### src/rtl/node_arb_pkg.sv
// Shared definitions for node_arbiter: FSM state encoding, default width and
// the timeout counter width rule.
package node_arb_pkg;

    typedef enum logic [2:0] {
        IDLE    = 3'd0,
        START   = 3'd1,
        WAIT_LO = 3'd2,
        WAIT_HI = 3'd3,
        DONE    = 3'd4
    } state_t;

    localparam int DEF_WIDTH = 16;

    function automatic int cnt_width(input int timeout);
        return $clog2(timeout + 1);
    endfunction

endpackage

### src/rtl/rr_picker.sv
// Combinational round-robin selection: first set request at or after the
// pointer, searching upward with wrap.
module rr_picker #(
    parameter int N_REQ = 4,
    parameter int PTR_W = $clog2(N_REQ)
) (
    input  logic [N_REQ-1:0] req,
    input  logic [PTR_W-1:0] ptr,
    output logic [N_REQ-1:0] gnt,
    output logic             valid
);
    localparam int SUM_W = PTR_W + 1;

    logic [SUM_W-1:0] sum;
    logic [PTR_W-1:0] idx;

    always_comb begin
        gnt   = '0;
        valid = 1'b0;
        sum   = '0;
        idx   = '0;
        for (int i = 0; i < N_REQ; i++) begin
            sum = SUM_W'(ptr) + SUM_W'(i);
            if (sum >= SUM_W'(N_REQ)) sum = sum - SUM_W'(N_REQ);
            idx = sum[PTR_W-1:0];
            if (!valid && req[idx]) begin
                gnt[idx] = 1'b1;
                valid    = 1'b1;
            end
        end
    end

endmodule

### src/rtl/node_arbiter.sv
// Round-robin arbiter sharing one ST/RD/IN/RES computation node among N_REQ
// requesters. Optional abort on a stuck node: define NODE_ARB_TIMEOUT_EN.
module node_arbiter
    import node_arb_pkg::*;
#(
    parameter int N_REQ = 4,
    parameter int WIDTH = DEF_WIDTH
`ifdef NODE_ARB_TIMEOUT_EN
    , parameter int TIMEOUT = 255
`endif
) (
    input  logic                   CLK,
    input  logic                   RST,
    input  logic [N_REQ-1:0]       REQ,
    input  logic [N_REQ*WIDTH-1:0] REQ_DATA,
    output logic [N_REQ-1:0]       GNT,
    output logic [N_REQ-1:0]       ACK,
    output logic [WIDTH-1:0]       RESULT,
    output logic                   BUSY,
    output logic                   ERR,
    output logic                   NODE_RST,
    output logic                   NODE_ST,
    output logic [WIDTH-1:0]       NODE_IN,
    input  logic                   NODE_RD,
    input  logic [WIDTH-1:0]       NODE_RES
);
    localparam int PTR_W = $clog2(N_REQ);

    state_t           state, next_state;
    logic [N_REQ-1:0] win, arb_req, pick_gnt;
    logic             pick_valid, start, to_hit, rst_done;
    logic [PTR_W-1:0] ptr, win_idx, ptr_next;
    logic [WIDTH-1:0] operand;
    logic [N_REQ-1:0] gnt_d, ack_d;
    logic             st_d, busy_d, err_d, nrst_d;

    assign arb_req = (state == DONE) ? (REQ & ~win) : REQ;

    rr_picker #(.N_REQ(N_REQ), .PTR_W(PTR_W)) u_pick (
        .req  (arb_req),
        .ptr  (ptr),
        .gnt  (pick_gnt),
        .valid(pick_valid)
    );

    // No start while the node is held in reset, or its start edge would be lost.
    assign start = (state == IDLE) && pick_valid && !NODE_RST;

    always_comb begin
        win_idx = '0;
        for (int i = 0; i < N_REQ; i++)
            if (pick_gnt[i]) win_idx = PTR_W'(i);
    end

    assign operand  = REQ_DATA[int'(win_idx)*WIDTH +: WIDTH];
    assign ptr_next = (win_idx == PTR_W'(N_REQ - 1)) ? '0 : win_idx + 1'b1;

`ifdef NODE_ARB_TIMEOUT_EN
    localparam int CNT_W = cnt_width(TIMEOUT);
    logic [CNT_W-1:0] cnt;

    always_ff @(posedge CLK or negedge RST) begin
        if (!RST)                                    cnt <= '0;
        else if (state == WAIT_LO || state == WAIT_HI) cnt <= cnt + 1'b1;
        else                                         cnt <= '0;
    end

    assign to_hit = ((state == WAIT_LO && NODE_RD) || (state == WAIT_HI && !NODE_RD))
                    && (cnt == CNT_W'(TIMEOUT - 1));
`else
    assign to_hit = 1'b0;
`endif

    always_ff @(posedge CLK or negedge RST) begin
        if (!RST) state <= IDLE;
        else      state <= next_state;
    end

    always_comb begin
        next_state = state;
        case (state)
            IDLE:    if (start) next_state = START;
            START:   next_state = WAIT_LO;
            WAIT_LO: if (to_hit) next_state = DONE;
                     else if (!NODE_RD) next_state = WAIT_HI;
            WAIT_HI: if (NODE_RD || to_hit) next_state = DONE;
            DONE:    next_state = IDLE;
            default: next_state = IDLE;
        endcase
    end

    always_comb begin
        gnt_d  = start ? pick_gnt : '0;
        ack_d  = (next_state == DONE) ? win : '0;
        st_d   = (next_state == START);
        busy_d = (next_state != IDLE);
        err_d  = to_hit;
        nrst_d = !rst_done || to_hit;
    end

    // Every output is registered from the decoded next-cycle values.
    always_ff @(posedge CLK or negedge RST) begin
        if (!RST) begin
            GNT      <= '0;
            ACK      <= '0;
            RESULT   <= '0;
            BUSY     <= 1'b0;
            ERR      <= 1'b0;
            NODE_RST <= 1'b1;
            NODE_ST  <= 1'b0;
            NODE_IN  <= '0;
            rst_done <= 1'b0;
            ptr      <= '0;
            win      <= '0;
        end else begin
            GNT      <= gnt_d;
            ACK      <= ack_d;
            BUSY     <= busy_d;
            ERR      <= err_d;
            NODE_RST <= nrst_d;
            NODE_ST  <= st_d;
            rst_done <= 1'b1;
            if (start) begin
                win     <= pick_gnt;
                ptr     <= ptr_next;
                NODE_IN <= operand;
            end
            if (to_hit)                          RESULT <= '0;
            else if (state == WAIT_HI && NODE_RD) RESULT <= NODE_RES;
        end
    end

endmodule
### config.mk
export PLATFORM = sky130hd
export DESIGN_NAME = node_arbiter
export DESIGN_NICKNAME = d
export VERILOG_FILES = /design/src/rtl/node_arb_pkg.sv /design/src/rtl/rr_picker.sv /design/src/rtl/node_arbiter.sv
export SDC_FILE = /design/constraint.sdc
export NUM_CORES = 1
export LEC_CHECK = 0
export CELL_PAD_IN_SITES_DETAIL_PLACEMENT = 1
export CELL_PAD_IN_SITES_GLOBAL_PLACEMENT = 1
export CORE_MARGIN = 2
export CORE_UTILIZATION = 28
export CTS_CLUSTER_DIAMETER = 60
export DETAILED_ROUTE_END_ITERATION = 12
export PLACE_DENSITY_LB_ADDON = 0.1
export SLEW_MARGIN = 20
export SYNTH_ARGS = -nofsm -noshare
export SYNTH_HDL_FRONTEND = slang
export SYNTH_SLANG_ARGS = --single-unit
### constraint.sdc
create_clock -name CLK -period 3.1 [get_ports CLK]
set_clock_uncertainty 0.15 [all_clocks]
set_input_delay 0.62 -clock CLK [delete_from_list [all_inputs] [get_ports CLK]]
set_output_delay 0.62 -clock CLK [all_outputs]
set_load 0.005 [all_outputs]
==> results.cfg, run 1 <==
[status]
outcome = finished clean

[timing]
setup_viol = 0
min_period_ps = 2960
slew_violations = 0
rsz0062_at_grt = yes
max_clock_freq_mhz = 338
hold_viol_final = 0
setup_slack_ps = 138
period_share_pct = 95.5

[yosys]
synthArstFlopShare_pct = 100
yosysTopAreaCell = dfrtp_1
ys_top_cells_by_area = dfrtp_1 (44%), nand2_1 (9.5%), mux2i_1 (5.4%)
synth_top_flop_cell = dfrtp_1
seq_area_frac_synth_pct = 45.0
synth_cell_types = 51
avgSynthCellArea_um2 = 9.54
synth_nets = 401
syn-cell-area_mm2 = 0.00295
ys_warn_count = 0
syn_inst = 309
synth-edff-count = 0
yosysTopAreaCellShare_pct = 44.1
ys_ff_latch = 53

[cells_and_area]
fill_cells = 1180
final_common_cell = clkdlybuf4s50_1
antennaDiodeCount = 0
nNetsFinal = 538
regArea_mm2 = 0.00133
multi_input_area_mm2 = 0.00153
area_growth_pct = 59.3
drive_gt1_share_pct = 13.9
final_cell_mix = clkdlybuf4s50_1 (127), nand2_1 (75), dfrtp_1 (49)
final_core_util_pct = 45.7

[die]
fp-row-count = 37
pin_count = 131
core_mm2 = 0.0103
die_h_um = 107
initial_utilization_pct = 28.7
die_area_mm2 = 0.0114
die_width_um = 107

[pwr]
leakage_nw = 2.14
sw_frac_of_total_pct = 38.2
power.switching_mw = 1.56
clkPwrFrac_pct = 12.4
power.share.combinational_pct = 59.6
seqPwrFrac_pct = 28.0
p_int_mw = 2.52
power.density_mw_per_mm2 = 869
vdd_drop_max_mv = 0.419

[place]
dp_slack_ps = -258
port_buffers = 129
place_congestion = 0.837
hpwlAfterDp_mm = 7.22

[clock_network]
clock_path_buffers = 2
hold_buffers = 0
cts_root_buffer = clkbuf_8
cts_htree_levels = 2
clk_pin_slew_ps = 100
cts_tree = built
cts_made_buffers = 5
cts_sinks = 53
postCtsSetupBuffers = 0
clk_latency_ps = 310

[setup_path]
crit_family = compound AO/OA/AOI/OAI gates
worstPathRequired_ps = 3130
crit_type = flop to flop
cp-end-kind = flop
crit_slowest_cell = dfrtp_1
critPathLaunchType = flop
crit_path_max_incr_delay_ps = 390
path_max_fanout = 8
crit_buf_inv = 2
cp_cell_sequence = inv_1 > ha_2 > or2_1 > a2111oi_4 > o21ai_2 > and2_1 > o221ai_2 > nand2b_4 > buf_8 > mux2i_2 > o221ai_1
crit_arrival_ps = 3000

[global_route]
grt_max_degree = 21
groute.usage.overall_pct = 16.8
first_global_vias = 3054
gr-total-overflow = 0
grt_pass1_wl_mm = 15.1
antenna_found_initial = 0

[route]
drcViolationCount = 0
dr.pass1.iters = 5
routed_wl_mm = 9.40
ant_nets = 0
via_per_inst = 4.83
vias = 2814
drt-initial-drc-count = 74
routedWlPerCell_um = 16.1

[run]
max_cap_violations = 0

[worst_hold_path]
hold_class = input pin to asynchronous set/reset pin
worst paths after layout:
| path | cells past startpoint | end | slack [ps] | startpoint |
|---|---|---|---|---|
| max in group asynchronous | 2 | NODE_RST$_DFF_PN1_ | 2040 | RST |
| max reg2reg | 11 | NODE_IN[10]$_DFFE_PN0P_ | 140 | ptr[1]$_DFFE_PN0P_ |
| min in group CLK | 1 | NODE_RST$_DFF_PN1_ | 210 | rst_done$_DFF_PN0_ |
| min | 1 | RESULT[14]$_DFFE_PN0P_ | 90 | RST |
| max | 11 | NODE_IN[10]$_DFFE_PN0P_ | 140 | ptr[1]$_DFFE_PN0P_ |
| min reg2reg | 1 | NODE_RST$_DFF_PN1_ | 210 | rst_done$_DFF_PN0_ |
cell families after synthesis:
family | share of synthesized area, %
AND/OR/NAND/NOR | 23.7
adder cells (fa/ha/maj) | 2.12
flip-flops | 45.0
buffers and inverters | 6.19
multiplexers | 6.96
AO/OA/AOI/OAI | 15.7
other | 0.255
area by class of cell:
class	count	area share, %
repair buffers	151	32.0
clock buffers	6	1.76
clock inverters	2	0.799
inverters	12	0.959
multi-input cells	223	32.5
well taps	136	3.62
flip-flops and latches	53	28.3
metrics by stage:
| stage | total power, mW | TNS [ps] | hold WS (ps) | cells | cell area (um^2) |
|---|---|---|---|---|---|
| floorplan | 2.42 | 0 | 174 | 309 | 2950 |
| finish | 4.08 | 0 | 86.2 | 583 | 4700 |
| CTS | 3.97 | 0 | 88.6 | 583 | 4580 |
| detailed placement | 3.44 | -3520 | 196 | 575 | 4460 |
| global placement | 3.40 | -2660 | 190 | 575 | 4460 |
| global route | 4.43 | -388 | 99.5 | 583 | 4700 |
metal layers:
metal,track usage [%],vias up,routed length (um)
met5,0,-,0
li1,-,1363,-
met3,4.80,6,576
met1,20.6,1371,4070
met2,29.4,74,4670
met4,3.15,0,72
power by group through the flow:
stage | Combinational (mW) | Sequential [mW] | Clock [mW]
floorplan | 1.30 | 1.12 | 0
global placement | 2.26 | 1.14 | 0
detailed placement | 2.29 | 1.15 | 0
CTS | 2.31 | 1.14 | 0.523
global route | 2.68 | 1.19 | 0.552
finish | 2.43 | 1.14 | 0.507
registers in the layout (all words and copies together) (netlist names):
name      count
NODE_IN      16
NODE_ST       1
BUSY          1
ptr           2
rst_done      1
GNT           4
NODE_RST      1
RESULT       16
win           4
state         3
ACK           4
Yosys cell counts, types with 2 or more instances:
master / instances
a2111oi_0: 2
a211oi_1: 2
a21o_1: 5
a21oi_1: 19
a22oi_1: 2
a31oi_1: 2
and2_1: 9
and3_1: 16
and4bb_1: 2
buf_2: 5
buf_6: 5
clkbuf_1: 9
conb_1: 2
dfrtp_1: 52
ha_1: 5
inv_1: 12
mux2i_1: 16
mux4_2: 2
nand2_1: 75
nand2b_1: 4
nand3_1: 3
nand4bb_1: 3
nor2_1: 7
nor2b_1: 2
nor4_1: 3
o211ai_1: 2
o21ai_0: 4
o221ai_1: 15
o221ai_2: 2
what timing repair did:
| item | in CTS | in global routing |
|---|---|---|
| pin swaps | 0 | 4 |
| gates resized for setup | 2 | 27 |
| setup endpoints to repair | 2 | 18 |
(Power assumes the default switching activity.)
==> run 2: changes to the inputs <==
CAP_MARGIN = 30   (was not set)
TNS_END_PERCENT = 30   (was not set)
clock period = 2.43 ns   (was 3.1 ns; I/O delays follow)
==> run 2 against run 1 <==
Effect of this change: core utilization is 4.0 points higher; highest routed layer unchanged; clock-buffer cell count is 1 lower; global-route usage is 1.8 points higher; worst setup slack worse by 600 ps; flip-flop and latch count stayed put; power is 45% higher; design area is 8.8% higher; the run now ends with negative setup slack left; worst hold slack better by 130 ps; combinational power is 60% higher.
==> results.cfg, run 2 (synthesis gave the netlist of run 1 again) <==
[timing]
period_share_pct = 119
maxSlewHeadroom_pct = 65.1
max_clock_freq_mhz = 346
finalSetupTns_ps = -8120
worst_pin_slew_ps = 516
slew_violations = 0
hold_viol_final = 0
rsz0062_at_grt = yes
setup_slack_ps = -459
min_period_ps = 2890
setup_viol = 23

[setup_path]
crit_family = compound AO/OA/AOI/OAI gates
rrSetupSlack_ps = -460
cp-end-kind = flop
crit_arrival_ps = 2970
crit_slowest_cell = mux4_2
path_max_fanout = 7
cp_cell_sequence = nand4bb_4 > and2_4 > mux4_2 > a311oi_4 > o21a_4 > buf_12 > clkbuf_16 > and3_1 > a21oi_2 > o221ai_2
rr_endpoint = NODE_IN[6]$_DFFE_PN0P_
worstPathRequired_ps = 2510
crit_path_max_incr_delay_ps = 550
worstRegToRegCells = 10
r2r-start = state[1]$_DFF_PN0_
crit_type = flop to flop
crit_buf_inv = 2
critPathLaunchType = flop

[pwr]
p_int_mw = 3.59
vdd_drop_max_mv = 0.388
power.switching_mw = 2.32
seqPwrFrac_pct = 24.8
sw_frac_of_total_pct = 39.2
power.density_mw_per_mm2 = 1160
fin_total_pwr_mw = 5.91
clkPwrFrac_pct = 9.3
leakage_nw = 2.30
power.share.combinational_pct = 65.9

[cells_and_area]
final_core_util_pct = 49.7
top_regs = NODE_IN: 16 flops, RESULT: 16 flops
multi_input_area_mm2 = 0.00167
nNetsFinal = 569
fill_cells = 1162
final_cell_mix = clkdlybuf4s50_1 (128), nand2_1 (75), dfrtp_1 (49)
fin_area_mm2 = 0.00511
final_cells = 614
antennaDiodeCount = 0
drive_gt1_share_pct = 23.2
regArea_mm2 = 0.00133
area_growth_pct = 73.3
final_common_cell = clkdlybuf4s50_1

[global_route]
grt_pass1_wl_mm = 16.8
gr-total-overflow = 0
groute.usage.overall_pct = 18.6
first_global_vias = 3264
grt_max_degree = 54
antenna_found_initial = 0

[place]
place_area_mm2 = 0.00463
place_inst = 591
port_buffers = 129
place_congestion = 0.831
hpwlAfterDp_mm = 7.37

[worst_hold_path]
min_from = rst_done$_DFF_PN0_
min_to = NODE_RST$_DFF_PN1_
hold_class = flop to flop
min_path_cells = 1

[clock_network]
cts_htree_levels = 2
cts_root_buffer = clkbuf_8
clk_latency_ps = 310
cts_sinks = 53
cts_made_buffers = 5
clock_path_buffers = 2
cts_tree = built
clk_pin_slew_ps = 110

[die]
core_mm2 = 0.0103
die_h_um = 107
die_area_mm2 = 0.0114
fp-row-count = 37
pin_count = 131
die_width_um = 107
initial_utilization_pct = 28.7

[route]
via_per_inst = 4.81
routed_wl_mm = 10.4
dr.pass1.iters = 4
routedWlPerCell_um = 16.9
drt-initial-drc-count = 40
drcViolationCount = 0
vias = 2952
ant_nets = 0

[status]
failed_checks = negative setup slack
outcome = finished with violations

[run]
max_cap_violations = 0
[run 2: changes by cell type in the layout (fill, tap and decap cells not counted), moves of 3 or more]
cell	previous run	this run
buf_4	17	40
and2_1	9	5
buf_12	3	7
and2_4	1	4
mux2i_1	14	11
[run 2: worst max path at each step]
stage	startpoint	endpoint	depth (start not counted)
detailed placement	REQ[2]	NODE_IN[2]$_DFFE_PN0P_	10
finish	state[1]$_DFF_PN0_	NODE_IN[6]$_DFFE_PN0P_	10
CTS	state[0]$_DFF_PN0_	NODE_IN[2]$_DFFE_PN0P_	10
floorplan	ptr[0]$_DFFE_PN0P_	NODE_IN[7]$_DFFE_PN0P_	13
global placement	REQ[2]	NODE_IN[11]$_DFFE_PN0P_	10
global route	state[1]$_DFF_PN0_	NODE_IN[1]$_DFFE_PN0P_	10
[run 2: per-stage QoR]
stage	setup slack, ps	hold WS, ps
after global placement	-802	189
after CTS	-408	5.22
after detailed placement	-912	203
after floorplan	-308	40.4
after global routing	-577	218
final	-459	213
[run 2: layout make-up]
| cell class | count | share of cell area, % |
|---|---|---|
| clock buffer | 5 | 1.35 |
| clock inverter | 3 | 0.563 |
| inverter | 12 | 0.930 |
| multi-input combinational | 224 | 32.7 |
| sequential | 53 | 26.0 |
| tap | 136 | 3.33 |
| timing repair buffer | 181 | 35.1 |
[run 2: layer usage]
metal | track usage [%] | up-vias | wire [um]
met1 | 22.2 | 1437 | 4320
met2 | 33.2 | 81 | 5310
met3 | 4.92 | 8 | 609
met4 | 4.45 | 0 | 110
met5 | 0 | - | 0
li1 | - | 1426 | -
[run 2: power by group through the flow]
stage | clock, mW | combinational, mW | sequential [mW]
2_1_floorplan | 0 | 1.73 | 1.43
3_3_place_gp | 0 | 3.05 | 1.45
3_5_place_dp | 0 | 3.12 | 1.46
4_1_cts | 0.573 | 3.83 | 1.46
5_1_grt | 0.602 | 4.22 | 1.51
6_report | 0.550 | 3.89 | 1.46
[run 2: repair_timing]
| item | CTS | global route |
|---|---|---|
| setup buffers | 11 | 1 |
| endpoints found under the setup margin | 25 | 25 |
| pin swaps | 9 | 2 |
| cloned | 2 | 1 |
| hold buffers | 0 | 1 |
| hold endpoints to repair | 0 | 2 |
| resized for setup | 39 | 9 |
==> run 3: changes to the inputs <==
ABC_CLOCK_PERIOD_IN_PS = 2430   (was not set)
==> results of run 3 <==
Final layout, timing and power as in run 2 (identical DEF).
